--- src/rtl/ens_vote_pkg.sv ---
`default_nettype none
// ============================================================================
// Module : ens_vote_pkg
// Brief  : Shared FSM state type and width helpers for the ensemble score vote.
// Rev    : 1.0  initial release
// ============================================================================
package ens_vote_pkg;

    typedef enum logic [1:0] {
        ACCUM = 2'd0,
        SCAN  = 2'd1,
        DONE  = 2'd2
    } state_t;

    function automatic int CLS_W(input int num_classes);
        return (num_classes > 1) ? $clog2(num_classes) : 1;
    endfunction

    // Sum of NUM_MEMBERS unsigned codes cannot exceed this width.
    function automatic int ACC_W(input int score_w, input int num_members);
        return score_w + $clog2(num_members + 1);
    endfunction

endpackage
`default_nettype wire

--- src/rtl/ens_score_vote_if.sv ---
`default_nettype none
// ============================================================================
// Module : ens_score_vote_if
// Brief  : Score-vector input stream and decision output stream of the vote.
// Rev    : 1.0  initial release
// ============================================================================
interface ens_score_vote_if
    import ens_vote_pkg::*;
#(
    parameter int NUM_CLASSES = 5,
    parameter int SCORE_W     = 2,
    parameter int NUM_MEMBERS = 4
);
    localparam int C_CLS_W = CLS_W(NUM_CLASSES);
    localparam int C_ACC_W = ACC_W(SCORE_W, NUM_MEMBERS);

    logic                           s_valid;
    logic                           s_ready;
    logic [NUM_CLASSES*SCORE_W-1:0] s_scores;
    logic                           m_valid;
    logic                           m_ready;
    logic [C_CLS_W-1:0]             m_class;
    logic [C_ACC_W-1:0]             m_score;
    logic                           m_tie;

    modport master (
        output s_valid, s_scores, m_ready,
        input  s_ready, m_valid, m_class, m_score, m_tie
    );

    modport slave (
        input  s_valid, s_scores, m_ready,
        output s_ready, m_valid, m_class, m_score, m_tie
    );
endinterface
`default_nettype wire

--- src/rtl/ens_argmax_scan.sv ---
`default_nettype none
// ============================================================================
// Module : ens_argmax_scan
// Brief  : Sequential argmax, one class per cycle; lowest index wins ties.
// Rev    : 1.0  initial release
// ============================================================================
module ens_argmax_scan #(
    parameter int NUM_CLASSES = 5,
    parameter int ACC_W       = 5,
    parameter int CLS_W       = 3
) (
    input  wire logic             clk,
    input  wire logic             rst,
    input  wire logic             start,
    input  wire logic [ACC_W-1:0] acc_in,
    output logic      [CLS_W-1:0] idx,
    output logic      [ACC_W-1:0] best,
    output logic      [CLS_W-1:0] best_class,
    output logic                  tie,
    output logic                  done
);
    localparam logic [CLS_W-1:0] C_LAST = CLS_W'(NUM_CLASSES - 1);

    logic r_busy;

    always_ff @(posedge clk) begin
        if (rst) begin
            idx        <= '0;
            best       <= '0;
            best_class <= '0;
            tie        <= 1'b0;
            done       <= 1'b0;
            r_busy     <= 1'b0;
        end else begin
            done <= 1'b0;
            if (start) begin
                idx    <= '0;
                r_busy <= 1'b1;
            end else if (r_busy) begin
                if (idx == '0) begin
                    best       <= acc_in;
                    best_class <= '0;
                    tie        <= 1'b0;
                end else if (acc_in > best) begin
                    best       <= acc_in;
                    best_class <= idx;
                    tie        <= 1'b0;
                end else if (acc_in == best) begin
                    tie <= 1'b1;
                end
                if (idx == C_LAST) begin
                    idx    <= '0;
                    r_busy <= 1'b0;
                    done   <= 1'b1;
                end else begin
                    idx <= idx + CLS_W'(1);
                end
            end
        end
    end
endmodule
`default_nettype wire

--- src/rtl/ens_score_vote.sv ---
`default_nettype none
// ============================================================================
// Module : ens_score_vote
// Brief  : Sums NUM_MEMBERS class-score vectors and emits the argmax class.
// Rev    : 1.0  initial release
// ============================================================================
module ens_score_vote
    import ens_vote_pkg::*;
#(
    parameter int NUM_CLASSES = 5,
    parameter int SCORE_W     = 2,
    parameter int NUM_MEMBERS = 4
) (
    input  wire logic          clk,
    input  wire logic          rst,
    ens_score_vote_if.slave    bus
);
    localparam int C_CLS_W = CLS_W(NUM_CLASSES);
    localparam int C_ACC_W = ACC_W(SCORE_W, NUM_MEMBERS);
    localparam int C_CNT_W = $clog2(NUM_MEMBERS + 1);

    state_t               r_state;
    state_t               w_state_nxt;
    logic [C_CNT_W-1:0]   r_count;
    logic [C_ACC_W-1:0]   r_acc [NUM_CLASSES];
    logic                 r_m_valid;
    logic [C_CLS_W-1:0]   r_m_class;
    logic [C_ACC_W-1:0]   r_m_score;
    logic                 r_m_tie;

    logic                 w_accept;
    logic                 w_last;
    logic                 w_release;
    logic [C_CLS_W-1:0]   w_idx;
    logic [C_ACC_W-1:0]   w_best;
    logic [C_CLS_W-1:0]   w_best_class;
    logic                 w_tie;
    logic                 w_scan_done;

    assign bus.s_ready = (r_state == ACCUM) && !rst;
    assign w_accept    = bus.s_valid && bus.s_ready;
    assign w_last      = w_accept && (r_count == C_CNT_W'(NUM_MEMBERS - 1));
    assign w_release   = (r_state == DONE) && bus.m_ready;

    assign bus.m_valid = r_m_valid;
    assign bus.m_class = r_m_class;
    assign bus.m_score = r_m_score;
    assign bus.m_tie   = r_m_tie;

    // Scan starts on the edge that absorbs the final member, so idx 0 sees the full sum.
    ens_argmax_scan #(
        .NUM_CLASSES (NUM_CLASSES),
        .ACC_W       (C_ACC_W),
        .CLS_W       (C_CLS_W)
    ) u_scan (
        .clk        (clk),
        .rst        (rst),
        .start      (w_last),
        .acc_in     (r_acc[w_idx]),
        .idx        (w_idx),
        .best       (w_best),
        .best_class (w_best_class),
        .tie        (w_tie),
        .done       (w_scan_done)
    );

    always_ff @(posedge clk) begin
        if (rst) r_state <= ACCUM;
        else     r_state <= w_state_nxt;
    end

    always_comb begin
        w_state_nxt = r_state;
        case (r_state)
            ACCUM:   if (w_last)      w_state_nxt = SCAN;
            SCAN:    if (w_scan_done) w_state_nxt = DONE;
            DONE:    if (bus.m_ready) w_state_nxt = ACCUM;
            default: w_state_nxt = ACCUM;
        endcase
    end

    always_ff @(posedge clk) begin
        if (rst) begin
            r_count   <= '0;
            r_m_valid <= 1'b0;
            r_m_class <= '0;
            r_m_score <= '0;
            r_m_tie   <= 1'b0;
            for (int c = 0; c < NUM_CLASSES; c++) r_acc[c] <= '0;
        end else begin
            if (w_accept) begin
                r_count <= w_last ? '0 : r_count + C_CNT_W'(1);
                for (int c = 0; c < NUM_CLASSES; c++)
                    r_acc[c] <= r_acc[c] + C_ACC_W'(bus.s_scores[c*SCORE_W +: SCORE_W]);
            end
            if ((r_state == SCAN) && w_scan_done) begin
                r_m_valid <= 1'b1;
                r_m_class <= w_best_class;
                r_m_score <= w_best;
                r_m_tie   <= w_tie;
            end
            if (w_release) begin
                r_m_valid <= 1'b0;
                for (int c = 0; c < NUM_CLASSES; c++) r_acc[c] <= '0;
            end
        end
    end
endmodule
`default_nettype wire

--- src/flat_wrapper.sv ---
// flat-port wrapper written by rule: the top's interface ports become plain ports
module ens_score_vote_flat import ens_vote_pkg::*;
#(
    parameter int NUM_CLASSES = 5,
    parameter int SCORE_W     = 2,
    parameter int NUM_MEMBERS = 4
)
  (clk, rst, bus_s_valid, bus_s_scores, bus_m_ready, bus_s_ready, bus_m_valid, bus_m_class, bus_m_score, bus_m_tie);
  ens_score_vote_if #(.NUM_CLASSES(NUM_CLASSES), .SCORE_W(SCORE_W), .NUM_MEMBERS(NUM_MEMBERS)) bus_i ();
  input  wire logic clk;
  input  wire logic rst;
  input wire logic [$bits(bus_i.s_valid)-1:0] bus_s_valid;
  input wire logic [$bits(bus_i.s_scores)-1:0] bus_s_scores;
  input wire logic [$bits(bus_i.m_ready)-1:0] bus_m_ready;
  output wire logic [$bits(bus_i.s_ready)-1:0] bus_s_ready;
  output wire logic [$bits(bus_i.m_valid)-1:0] bus_m_valid;
  output wire logic [$bits(bus_i.m_class)-1:0] bus_m_class;
  output wire logic [$bits(bus_i.m_score)-1:0] bus_m_score;
  output wire logic [$bits(bus_i.m_tie)-1:0] bus_m_tie;
  assign bus_i.s_valid = bus_s_valid;
  assign bus_i.s_scores = bus_s_scores;
  assign bus_i.m_ready = bus_m_ready;
  assign bus_s_ready = bus_i.s_ready;
  assign bus_m_valid = bus_i.m_valid;
  assign bus_m_class = bus_i.m_class;
  assign bus_m_score = bus_i.m_score;
  assign bus_m_tie = bus_i.m_tie;
  ens_score_vote #(.NUM_CLASSES(NUM_CLASSES), .SCORE_W(SCORE_W), .NUM_MEMBERS(NUM_MEMBERS)) u_core (.clk(clk), .rst(rst), .bus(bus_i));
endmodule
--- config.mk ---
export PLATFORM = sky130hd
export DESIGN_NAME = ens_score_vote_flat
export DESIGN_NICKNAME = d
export VERILOG_FILES = /design/src/rtl/ens_vote_pkg.sv /design/src/rtl/ens_score_vote_if.sv /design/src/rtl/ens_argmax_scan.sv /design/src/rtl/ens_score_vote.sv /design/src/flat_wrapper.sv
export SDC_FILE = /design/constraint.sdc
export NUM_CORES = 1
export LEC_CHECK = 0
export ABC_CLOCK_PERIOD_IN_PS = 4400
export CAP_MARGIN = 20
export CORE_UTILIZATION = 50
export CTS_BUF_LIST = sky130_fd_sc_hd__clkbuf_8
export DETAILED_ROUTE_END_ITERATION = 8
export PLACE_DENSITY = 0.7
export SYNTH_ARGS = -nofsm -noshare
export SYNTH_HDL_FRONTEND = slang
export SYNTH_SLANG_ARGS = --single-unit
--- constraint.sdc ---
create_clock -name clk -period 4.4 [get_ports clk]
set_input_delay 0.66 -clock clk [delete_from_list [all_inputs] [get_ports clk]]
set_output_delay 0.66 -clock clk [all_outputs]
set_load 0.02 [all_outputs]
==> reports/results.txt, run 1 <==
peak supply drop - 0.000213 V
syn nets - 321
Leakage - 1.34 nW
final net count - 348
Final TNS setup - 0 ps
clock network power share - 41.9%
max cap viols - 0
Synth cell types - 36
final hold violation count - 0
Internal Power - 946 uW
DRT Pass-1 Iters - 4
CORE AREA - 5640 um^2
die area - 6320 um^2
vias - 2036
Worst setup SP type - flop
synthesized area - 3000 um^2
Comb power frac - 9.8%
Remaining DRCs - 0
count leader, synth - dfxtp_1
RSZ-0062 raised after global routing - no
post-cts resize count - 0
Post-synth ARST share - 0%
register area share after synthesis - 46.3%
port bufs - 24
Clock Pin Slew Worst Setup and Hold Paths - 60 ps
CP Capture Type - flop
post-layout min period - 2980 ps
Final setup viols - 0
ranking of synthesized cells by area - edfxtp_1 25%, dfxtp_1 21%, ha_1 7.9%
WHS Path Cells - 1
Congestion Overflow GR - 0
initial core utilization - 53.2%
Via density - 5.26
post-synth top area cell - edfxtp_1
Avg WL per Cell - 14.1 um
HPWL Detailed - 4.00 mm
DP Area - 3310 um^2
top cell type's share of synthesized area - 25.0%
register share of total power - 48.3%
CP arrival - 3210 ps
share of cells above drive strength 1 - 10.8%
Chip Width - 79.5 um
syn_area_per_cell - 10.6 um^2
WS Path Type - flop to flop
Area Growth Syn to Fin - 17.3%
Max Freq - 336 MHz
initial antenna violation count - 0
Pwr Density - 353 nW/um^2
# diodes - 0
Clock Latency Late Sink - 350 ps
Iteration-0 DRC Markers - 92
top cells by count, synth - 32 x dfxtp_1, 29 x nor2_1, 26 x inv_1
post-CTS setup buffers - 0
Non-Filler Cell Area, Final - 3520 um^2
largest net degree at the start of global routing - 37
Slew Limit Fails - 0
Synth Warn # - 0
CTS Buffer Depth - 2
CTS tree - done
net switching power - 296 uW
status - finished, final reports clean
Die Height - 79.5 um
filler instances - 465
ys flop type - dfxtp_1
vias in the first global route - 1975
R2R depth - 7
I/O pin total - 25
first-pass GRT wire length - 9.18 mm
CTS buffer count - 9
switching part of the total - 23.8%
final WL - 5.47 mm
cells after synthesis - 283
Slew headroom - 42.2%
Rows - 27
htree depth - 3
post-route ant nets - 0
worst path required time - 4630 ps
Setup Skew - 12.4 ps
CTS Root Cell - clkbuf_8
Slew @ Worst Pin - 867 ps
GPL Wtd Cong - 0.814
Hold Crit Class - flop to flop
GRT Total Usage - 19.8%
#FFs+latches synth - 57
crit-path max FO - 9
Post-synth EDFFs - 25
Sink Count - 57
final worst-path cycle share - 67.7%
# hold bufs at CTS - 0
[cell families after synthesis]
| logic type | Yosys count | synth area share, % |
|---|---|---|
| buf+inv | 37 | 4.96 |
| mux | 25 | 10.8 |
| compound gates | 32 | 7.00 |
| xor+xnor | 12 | 3.50 |
| fa+ha+maj | 24 | 11.3 |
| flops | 57 | 46.3 |
| simple gates | 96 | 16.2 |
[per-stage QoR]
step	hold WS (ps)	instances	util, %	setup slack (ps)	power, mW
finish	424	387	62.4	1420	1.24
global route	449	387	62.4	1320	1.29
CTS	426	387	62.4	1420	1.25
detailed placement	417	371	58.6	1420	0.733
global placement	414	371	58.6	1430	0.727
floorplan	400	283	-	1580	0.689
[power by group through the flow]
stage / logic [mW] / registers, mW / clock network, mW
global placement: 0.117 / 0.610 / 0
detailed placement: 0.122 / 0.610 / 0
CTS: 0.123 / 0.599 / 0.528
finish: 0.122 / 0.599 / 0.520
global route: 0.137 / 0.603 / 0.553
floorplan: 0.0871 / 0.601 / 0
[worst paths after layout]
check	startpoint	to	slack [ps]
max reg2reg	flop	u_core.u_scan.best[0]$_SDFFE_PP0P_	1420
max	flop	u_core.u_scan.best[0]$_SDFFE_PP0P_	1420
min	u_core.u_scan.done$_SDFF_PP0_	u_core.r_state[0]$_SDFFE_PP0P_	420
min reg2reg	u_core.u_scan.done$_SDFF_PP0_	u_core.r_state[0]$_SDFFE_PP0P_	420
[layout by cell type, fill, tap and decap left out, types with 2 or more instances in the layout]
master	count
and2_1	5
edfxtp_1	25
clkbuf_8	12
xor2_1	6
buf_4	3
nand2_1	19
dfxtp_1	32
nor2_1	29
nor3_1	2
inv_1	26
mux2_2	5
nor2b_1	7
clkdlybuf4s50_1	24
or3_1	5
ha_1	19
mux4_2	5
a21oi_1	18
nand3b_1	4
mux2i_1	14
inv_4	2
nand3_1	8
fa_1	5
o21ai_0	6
xnor2_1	6
nand2b_1	14
[metal layers]
| metal | wire [um] | vias up | track usage (%) |
|---|---|---|---|
| li1 | - | 1022 | - |
| met1 | 2660 | 959 | 26.2 |
| met2 | 2410 | 47 | 29.1 |
| met3 | 319 | 8 | 8.23 |
| met4 | 79 | 0 | 6.55 |
| met5 | 0 | - | 0 |
[area by class of cell]
class                           count  area, um^2  area share, %
Clock buffer                       12         165           4.69
Clock inverter                      4        47.5           1.35
Inverter                           26        97.6           2.77
Multi-Input combinational cell    189        1470           41.6
Sequential cell                    57        1390           39.5
Tap cell                           72        90.1           2.56
Timing Repair Buffer               27         263           7.46
[critical path: stages, from the launching register on]
cell and delay [ps]:
dfxtp_1 460, mux4_2 530, mux2_2 290, ha_1 300, nand2b_1 60, a211o_1 320, a221oi_4 560, mux2_4 340
[state kept, by name, summed over array words and instances, names as in the netlist, named ones only]
signal and cells:
u_core.r_acc 25, u_core.bus.m_score 5, u_core.u_scan.best 5, u_core.bus.m_class 3, u_core.r_count 3, u_core.u_scan.best_class 3, u_core.u_scan.idx 3, u_core.r_state 2
u_core.bus.m_tie 1, u_core.bus.m_valid 1, u_core.u_scan.done 1, u_core.u_scan.r_busy 1, u_core.u_scan.tie 1
Power figures use the tool's default switching activity.
==> run 2, diff against run 1 <==
--- a/config.mk
+++ b/config.mk
@@ -5,7 +5,7 @@
 export SDC_FILE = /design/constraint.sdc
 export NUM_CORES = 1
 export LEC_CHECK = 0
-export ABC_CLOCK_PERIOD_IN_PS = 4400
+export ABC_CLOCK_PERIOD_IN_PS = 3000
 export CAP_MARGIN = 20
 export CORE_UTILIZATION = 50
 export CTS_BUF_LIST = sky130_fd_sc_hd__clkbuf_8
==> constraint.sdc (replaced) <==
create_clock -name clk -period 3 [get_ports clk]
set_input_delay 0.45 -clock clk [delete_from_list [all_inputs] [get_ports clk]]
set_output_delay 0.45 -clock clk [all_outputs]
set_load 0.02 [all_outputs]
==> reports/results.txt, run 2 (same netlist as run 1, synthesis figures left out) <==
status - finished, final reports clean (unchanged)
post-route ant nets - 0 (unchanged)
largest net degree at the start of global routing - 32 (was 37)
Comb power frac - 10.3% (was 9.8%)
PnR worst setup slack - 262 ps (was 1420 ps)
CTS tree - done (unchanged)
clock network power share - 38.6% (was 41.9%)
GRT Total Usage - 21.0% (was 19.8%)
switching part of the total - 24.7% (was 23.8%)
Die Height - 79.5 um (unchanged)
final core utilization - 62.3% (was 62.4%)
initial core utilization - 53.2% (unchanged)
Final setup viols - 0 (unchanged)
WS Path Type - flop to flop (unchanged)
Pwr Density - 490 nW/um^2 (was 353 nW/um^2)
CTS Buffer Depth - 2 (unchanged)
r2r endpoint - u_core.u_scan.best[2]$_SDFFE_PP0P_ (was u_core.u_scan.best[0]$_SDFFE_PP0P_)
final worst-path cycle share - 91.3% (was 67.7%)
Slew Limit Fails - 0 (unchanged)
dpl cells - 374 (was 371)
post-CTS setup buffers - 0 (unchanged)
HPWL Detailed - 4.14 mm (was 4.00 mm)
RSZ-0062 raised after global routing - no (unchanged)
Iteration-0 DRC Markers - 106 (was 92)
DRT Pass-1 Iters - 4 (unchanged)
Area Growth Syn to Fin - 17.0% (was 17.3%)
CTS buffer count - 9 (unchanged)
fin cells - 390 (was 387)
post-cts resize count - 0 (unchanged)
most frequent cells in the layout - 32 x dfxtp_1, 29 x nor2_1, 28 x inv_1 (was 32 x dfxtp_1, 29 x nor2_1, 26 x inv_1)
vias in the first global route - 2124 (was 1975)
crit-path max FO - 5 (was 9)
Non-Filler Cell Area, Final - 3510 um^2 (was 3520 um^2)
total power - 1.72 mW (was 1.24 mW)
# diodes - 0 (unchanged)
hold slack - 453 ps (was 424 ps)
peak supply drop - 0.000371 V (was 0.000213 V)
share of cells above drive strength 1 - 11.0% (was 10.8%)
Leakage - 1.35 nW (was 1.34 nW)
register share of total power - 51.1% (was 48.3%)
Max Freq - 365 MHz (was 336 MHz)
CTS Root Cell - clkbuf_8 (unchanged)
Via density - 5.32 (was 5.26)
port bufs - 24 (unchanged)
initial antenna violation count - 0 (unchanged)
commonest non-fill, non-tap cell in the layout - dfxtp_1 (unchanged)
# hold bufs at CTS - 0 (unchanged)
Setup Skew - 9.89 ps (was 12.4 ps)
post-layout min period - 2740 ps (was 2980 ps)
GPL Wtd Cong - 0.755 (was 0.814)
max FFs per register - 25 (unchanged)
Chip Width - 79.5 um (unchanged)
CP Capture Point - u_core.u_scan.best[2]$_SDFFE_PP0P_ (was u_core.u_scan.best[0]$_SDFFE_PP0P_)
first-pass GRT wire length - 9.79 mm (was 9.18 mm)
Rows - 27 (unchanged)
R2R depth - 8 (was 7)
Congestion Overflow GR - 0 (unchanged)
Clock Pin Slew Worst Setup and Hold Paths - 60 ps (about the same)
final net count - 351 (was 348)
CP Capture Type - flop (unchanged)
worst path required time - 3260 ps (was 4630 ps)
CORE AREA - 5640 um^2 (unchanged)
Slew headroom - 69.8% (was 42.2%)
Hold Crit Class - flop to flop (unchanged)
Worst setup SP type - flop (unchanged)
Avg WL per Cell - 14.6 um (was 14.1 um)
R2R setup slack - 260 ps (was 1420 ps)
net switching power - 425 uW (was 296 uW)
filler instances - 476 (was 465)
I/O pin total - 25 (unchanged)
DP Area - 3330 um^2 (was 3310 um^2)
htree depth - 3 (unchanged)
final WL - 5.68 mm (was 5.47 mm)
Remaining DRCs - 0 (unchanged)
vias - 2073 (was 2036)
final hold violation count - 0 (unchanged)
die area - 6320 um^2 (unchanged)
Clock Latency Late Sink - 340 ps (was 350 ps)
max cap viols - 0 (unchanged)
Sink Count - 57 (unchanged)
Slew @ Worst Pin - 452 ps (was 867 ps)
CP arrival - 3000 ps (was 3210 ps)
post-placement setup slack - 261 ps (was 1420 ps)
Final TNS setup - 0 ps (unchanged)
Internal Power - 1.30 mW (was 946 uW)
largest register by flop count - u_core.r_acc (unchanged)
## run 2: power groups by stage
stage	Clock, mW	Sequential (mW)	Combinational, mW
2_1_floorplan	0	0.882	0.128
3_3_place_gp	0	0.895	0.172
3_5_place_dp	0	0.896	0.179
4_1_cts	0.680	0.880	0.179
5_1_grt	0.712	0.884	0.204
6_report	0.664	0.880	0.177
## run 2: worst min-delay path by stage
stage,from,endpoint,cells past startpoint
3_5_place_dp,u_core.u_scan.done$_SDFF_PP0_,u_core.r_state[0]$_SDFFE_PP0P_,1
4_1_cts,u_core.u_scan.done$_SDFF_PP0_,u_core.r_state[0]$_SDFFE_PP0P_,1
5_1_grt,u_core.bus.m_tie$_SDFFE_PP0P_,u_core.bus.m_tie$_SDFFE_PP0P_,2
3_3_place_gp,u_core.u_scan.done$_SDFF_PP0_,u_core.r_state[0]$_SDFFE_PP0P_,1
2_1_floorplan,u_core.u_scan.done$_SDFF_PP0_,u_core.r_state[0]$_SDFFE_PP0P_,1
6_report,u_core.bus.m_tie$_SDFFE_PP0P_,u_core.bus.m_tie$_SDFFE_PP0P_,2
## run 2: final cells by class
type | instances | area [um^2] | share of cell area [%]
inverter | 26 | 97.6 | 2.78
sequential | 57 | 1390 | 39.6
tap | 72 | 90.1 | 2.56
clock buffer | 12 | 165 | 4.70
multi-input combinational | 189 | 1470 | 41.7
timing repair buffer | 30 | 285 | 8.12
clock inverter | 4 | 18.8 | 0.534
## run 2: critical path, cell delays in order (launching register included)
cell	delay (ps)
dfxtp_1	460
mux4_2	540
mux2_2	290
ha_1	300
nand2b_1	60
a211o_1	320
a221oi_4	300
buf_4	210
mux2i_1	180
## run 2: layer usage
layer | GRT usage [%] | vias up | part of all wire [%]
met2 | 32.1 | 46 | 44
met1 | 27.2 | 986 | 49
met3 | 6.63 | 13 | 3.8
li1 | - | 1028 | -
met4 | 9.27 | 0 | 2.4
met5 | 0 | - | 0
